File: src/rtl/mem_port_arbiter.sv
// Purpose : shares one external memory port between the core's fetch path and data path.
// Latency : request seen in cycle t -> MemEn in t+1 -> Valid in t+2 at the earliest.
// Backpr. : one transaction in flight; the other requester waits and sees Stall.
//
// Ports
//   clk, reset       clock and synchronous active-low reset
//   IReq/IAdr        fetch request, held until IValid; IRdata/IValid return the instruction
//   DReq/DWrite/...  data request (load or store), held until DValid; DRdata/DValid return
//   MemEn..MemWriteData  request side of the external port, held until MemGnt
//   MemGnt           memory accepts the presented request
//   MemRValid        memory response/ack, MemReadData carries load/fetch data
//   Stall            some request is still waiting for its completion pulse
//   FetchStallCnt, DataStallCnt  saturating stall-cycle counters
//
// Build option: define MEM_ARB_PERF_EN to add the two stall counters and their ports.
// Without it the counters and ports are absent and nothing else changes.

module mem_port_arbiter #(
  parameter int BIT_COUNT = 32,
  parameter int WORD_SIZE = 32,
  parameter int CNT_WIDTH = 32
) (
  input  logic                   clk,
  input  logic                   reset,
  // fetch requester
  input  logic                   IReq,
  input  logic [BIT_COUNT-1:0]   IAdr,
  output logic [WORD_SIZE-1:0]   IRdata,
  output logic                   IValid,
  // data requester
  input  logic                   DReq,
  input  logic                   DWrite,
  input  logic [WORD_SIZE/8-1:0] DByteEn,
  input  logic [BIT_COUNT-1:0]   DAdr,
  input  logic [WORD_SIZE-1:0]   DWdata,
  output logic [WORD_SIZE-1:0]   DRdata,
  output logic                   DValid,
  // external memory port
  output logic                   MemEn,
  output logic                   MemWrite,
  output logic [WORD_SIZE/8-1:0] ByteEn,
  output logic [BIT_COUNT-1:0]   MemAdr,
  output logic [WORD_SIZE-1:0]   MemWriteData,
  input  logic                   MemGnt,
  input  logic                   MemRValid,
  input  logic [WORD_SIZE-1:0]   MemReadData,
  // core stall
  output logic                   Stall
`ifdef MEM_ARB_PERF_EN
  ,
  output logic [CNT_WIDTH-1:0]   FetchStallCnt,
  output logic [CNT_WIDTH-1:0]   DataStallCnt
`endif
);

  localparam int BE_W = WORD_SIZE / 8;

  typedef enum logic [1:0] {
    S_IDLE  = 2'd0,
    S_ISSUE = 2'd1,
    S_WAIT  = 2'd2
  } state_t;

  typedef enum logic {
    OWN_FETCH = 1'b0,
    OWN_DATA  = 1'b1
  } owner_t;

  state_t state;
  owner_t owner;
  owner_t last_owner;
  owner_t pick;

  // The latched request lives directly in the output registers. They are
  // loaded when a request is accepted in IDLE and cleared on MemGnt, so the
  // port reads all-zero whenever it is not presenting a request.
  logic                 mem_en_q;
  logic                 mem_write_q;
  logic [BE_W-1:0]      byte_en_q;
  logic [BIT_COUNT-1:0] mem_adr_q;
  logic [WORD_SIZE-1:0] mem_wdata_q;

  logic rsp_hit;

  // Single requester wins outright; on a tie the one that did not own the
  // port last time goes first.
  always_comb begin
    pick = OWN_FETCH;
    if (IReq && DReq) begin
      pick = (last_owner == OWN_FETCH) ? OWN_DATA : OWN_FETCH;
    end else if (DReq) begin
      pick = OWN_DATA;
    end
  end

  always_ff @(posedge clk) begin
    if (!reset) begin
      state       <= S_IDLE;
      owner       <= OWN_FETCH;
      last_owner  <= OWN_FETCH;
      mem_en_q    <= 1'b0;
      mem_write_q <= 1'b0;
      byte_en_q   <= '0;
      mem_adr_q   <= '0;
      mem_wdata_q <= '0;
    end else begin
      case (state)
        S_IDLE: begin
          if (IReq || DReq) begin
            owner    <= pick;
            mem_en_q <= 1'b1;
            if (pick == OWN_DATA) begin
              mem_write_q <= DWrite;
              byte_en_q   <= DByteEn;
              mem_adr_q   <= DAdr;
              mem_wdata_q <= DWdata;
            end else begin
              // Fetches are always full-word reads.
              mem_write_q <= 1'b0;
              byte_en_q   <= '1;
              mem_adr_q   <= IAdr;
              mem_wdata_q <= '0;
            end
            state <= S_ISSUE;
          end
        end

        S_ISSUE: begin
          if (MemGnt) begin
            mem_en_q    <= 1'b0;
            mem_write_q <= 1'b0;
            byte_en_q   <= '0;
            mem_adr_q   <= '0;
            mem_wdata_q <= '0;
            state       <= S_WAIT;
          end
        end

        S_WAIT: begin
          if (MemRValid) begin
            last_owner <= owner;
            state      <= S_IDLE;
          end
        end

        default: begin
          state <= S_IDLE;
        end
      endcase
    end
  end

  // A response only completes a transaction while waiting for one. It is
  // also masked during a reset cycle so an abandoned transaction never
  // produces a completion pulse.
  assign rsp_hit = reset && (state == S_WAIT) && MemRValid;

  assign IValid = rsp_hit && (owner == OWN_FETCH);
  assign DValid = rsp_hit && (owner == OWN_DATA);

  assign IRdata = MemReadData;
  assign DRdata = MemReadData;

  assign MemEn        = mem_en_q;
  assign MemWrite     = mem_write_q;
  assign ByteEn       = byte_en_q;
  assign MemAdr       = mem_adr_q;
  assign MemWriteData = mem_wdata_q;

  assign Stall = (IReq && !IValid) || (DReq && !DValid);

`ifdef MEM_ARB_PERF_EN
  logic [CNT_WIDTH-1:0] fetch_stall_q;
  logic [CNT_WIDTH-1:0] data_stall_q;

  // Counters stick at all ones instead of wrapping.
  always_ff @(posedge clk) begin
    if (!reset) begin
      fetch_stall_q <= '0;
      data_stall_q  <= '0;
    end else begin
      if (IReq && !IValid && (fetch_stall_q != '1)) begin
        fetch_stall_q <= fetch_stall_q + CNT_WIDTH'(1);
      end
      if (DReq && !DValid && (data_stall_q != '1)) begin
        data_stall_q <= data_stall_q + CNT_WIDTH'(1);
      end
    end
  end

  assign FetchStallCnt = fetch_stall_q;
  assign DataStallCnt  = data_stall_q;
`endif

endmodule
File: config.mk
export PLATFORM = sky130hd
export DESIGN_NAME = mem_port_arbiter
export DESIGN_NICKNAME = d
export VERILOG_FILES = /design/src/rtl/mem_port_arbiter.sv
export SDC_FILE = /design/constraint.sdc
export NUM_CORES = 1
export LEC_CHECK = 0
export ABC_AREA = 1
export BUFFER_PORTS_ARGS = -buffer_cell sky130_fd_sc_hd__clkbuf_2
export CAP_MARGIN = 20
export CORE_AREA = 2 2 106 108
export DETAILED_ROUTE_END_ITERATION = 6
export DIE_AREA = 0 0 108 110
export PLACE_DENSITY = 0.82
export SKIP_LAST_GASP = 1
export SLEW_MARGIN = 5
export SYNTH_ARGS = -nofsm -noshare
export SYNTH_HDL_FRONTEND = slang
export SYNTH_SLANG_ARGS = --single-unit
export TNS_END_PERCENT = 100
File: constraint.sdc
create_clock -name clk -period 1.7 [get_ports clk]
set_clock_uncertainty 0.2 [all_clocks]
set_input_delay 0.34 -clock clk [delete_from_list [all_inputs] [get_ports clk]]
set_output_delay 0.34 -clock clk [all_outputs]
set_load 0.1 [all_outputs]
==> flow_summary.ini <==
[floorplan]
die_area_sq_um = 11900
boundaryPins = 276
initial_core_util_pct = 36.6
fp.dieW_microns = 108
row_count = 38
die_height_microns = 110
coreArea_sq_um = 10700

[drt]
drt-total-wl_microns = 11000
ant_nets = 0
drt_iter0_markers = 292
drt_pass1_iterations = 4
drt-wirelength-per-cell_microns = 13.6
via_count = 3878
vias_per_cell = 4.82
drc = 0

[min_path]
min_from = DWdata[21]
hold_path.class = in2reg

[synth]
synth_nets = 696
synth_area_sq_um = 3920
yosys.area_share.simple_pct = 27.2
ys.warnings.count = 0
ys_types = 17
synth_area_per_cell_sq_um = 7.03
synth_top_family_by_area = simple AND/OR/NAND/NOR gates
synth_xor_area_share_pct = 0
synth-seq-cells = 74
synthAdderAreaFrac_pct = 0
syn-instance-count = 557
synth_compound_area_share_pct = 10.0
yosysSeqAreaShare_pct = 37.8
synthMuxAreaShare_pct = 0

[finish]
finish.instance_area_sq_um = 5030
final_cell_mix = 165 x nand3_1, 106 x clkbuf_2, 78 x buf_4
drive_gt1_share_pct = 34.8
layout_commonest_cell = nand3_1
regArea_sq_um = 1480
multi_input_area_sq_um = 1500
antennaDiodeCount = 0
syn_to_final_growth_pct = 28.3
fillers = 1089
finalNetCount = 798

[clock_network]
clockBufferDepth = 2
root_buffer = clkbuf_8
clock_sinks = 74
cts_setup_buffers = 0
cts_hold_buf = 0
clk_pin_slew_ps = 80
insertion_delay_ps = 340
cts.htree.levels = 3
tritoncts = done
cts_buffers = 9

[sta]
max_freq_mhz = 502
hold_viol_final = 0
drv_slew = 0
worst_slack_ps = -291
min_period_ps = 1990
relSlewSlack_pct = 75.8
rsz0062_at_grt = true
setup_viol = 3
worstMarginPinSlew_ps = 363
min_period_over_period_pct = 117
hold_ws_ps = 37.7

[status]
violations = setup timing
status = finished, violations left

[pwr]
p_leak_nw = 2.52
p_total_mw = 5.27
power_density_nw_per_um2 = 1050
vdd_ir_drop_max_mv = 0.508

[critical_path]
r2r_start = state[0]
cp.arrival_ps = 1450
worstSetupStartpoint = state[0]
rr_worst_depth = 7
crit_path_end = Stall
rrSetupSlack_ps = 110
critPathCaptureType = output port
path_max_fanout = 3
worstSetupPathType = reg2out
start_kind = flop
worstPathRequired_ps = 1160
r2r_end = MemAdr[18]

[global_routing]
grt_pass1_wl_microns = 17100
grt_max_degree = 42
grt_pass1_vias = 3623
overflow = 0
grt_use_total_pct = 17.9
antenna_found_initial = 0

[place]
dpl_cell_area_sq_um = 4800
numPortBuffers = 179
dp_hpwl_microns = 7760
gp_congestion = 0.774

[run]
maxCapViolations = 0
-- metrics by stage --
step	util [%]	setup WS [ps]	std cells	setup TNS [ps]
finish	47.0	-291	804	-796
global route	47.0	-388	804	-1050
CTS	47.0	-288	804	-799
detailed placement	44.9	-87.0	788	-150
global placement	44.9	-79.2	788	-122
floorplan	-	38.1	557	0
-- worst min path at each step --
stage | endpoint | cells past startpoint
floorplan | last_owner | 2
global placement | MemEn | 2
detailed placement | MemEn | 2
CTS | MemWriteData[0] | 3
global route | MemWriteData[0] | 3
finish | MemWriteData[21] | 3
-- Yosys cell counts --
cell,n,area (sq um)
a21oi_1,72,360
buf_2,24,120
buf_4,67,503
buf_6,2,22.5
clkbuf_1,13,48.8
dfxtp_1,74,1480
inv_1,73,274
inv_2,2,7.51
nand2_1,46,173
nand2_2,3,18.8
nand3_1,168,841
nor2_1,5,18.8
nor2_4,1,11.3
nor3_1,1,5.00
o21a_1,1,7.51
o21ai_0,1,5.00
o21ai_1,4,20.0
-- per-layer routing --
metal  global-route usage (%)  part of all wire [%]
met1                     20.4                    40
met2                     31.5                    50
met3                     5.17                   7.3
met4                     7.14                   2.4
met5                        0                     0
-- state kept, by name, indices dropped and copies added, names as in the netlist --
signal,cells
MemAdr,32
MemEn,1
last_owner,1
MemWrite,1
owner,1
ByteEn,4
MemWriteData,32
state,2
-- critical path, stage by stage (launching register included) --
cell     delay (ps)
dfxtp_2         340
nor3_4          270
nand3_2         160
nand2_2         110
nand2_4          60
buf_12          160
-- where the power goes --
part	switching (mW)	internal [mW]
Combinational	1.43	0.495
Clock	0.681	0.721
Sequential	0.0761	1.87
Total	2.19	3.08
-- logic make-up after synthesis --
kind of cell           Yosys count
AOI/OAI and AO/OA               78
DFF                             74
buffers and inverters          181
and+or+nand+nor                224
-- timing repair --
item / in CTS / in global routing
gates resized for setup: 6 / 2
pin swaps: 5 / 0
cloned: 0 / 0
endpoints found under the setup margin: 3 / 5
-- area by class of cell --
type,instances,area share [%]
clock inverter,6,1.29
timing repair buffer,197,27.4
multi-input combinational,302,29.8
inverter,75,5.75
tap,140,3.49
clock buffer,10,2.74
sequential,74,29.5
Note: power is estimated with default switching activity, not from simulation.
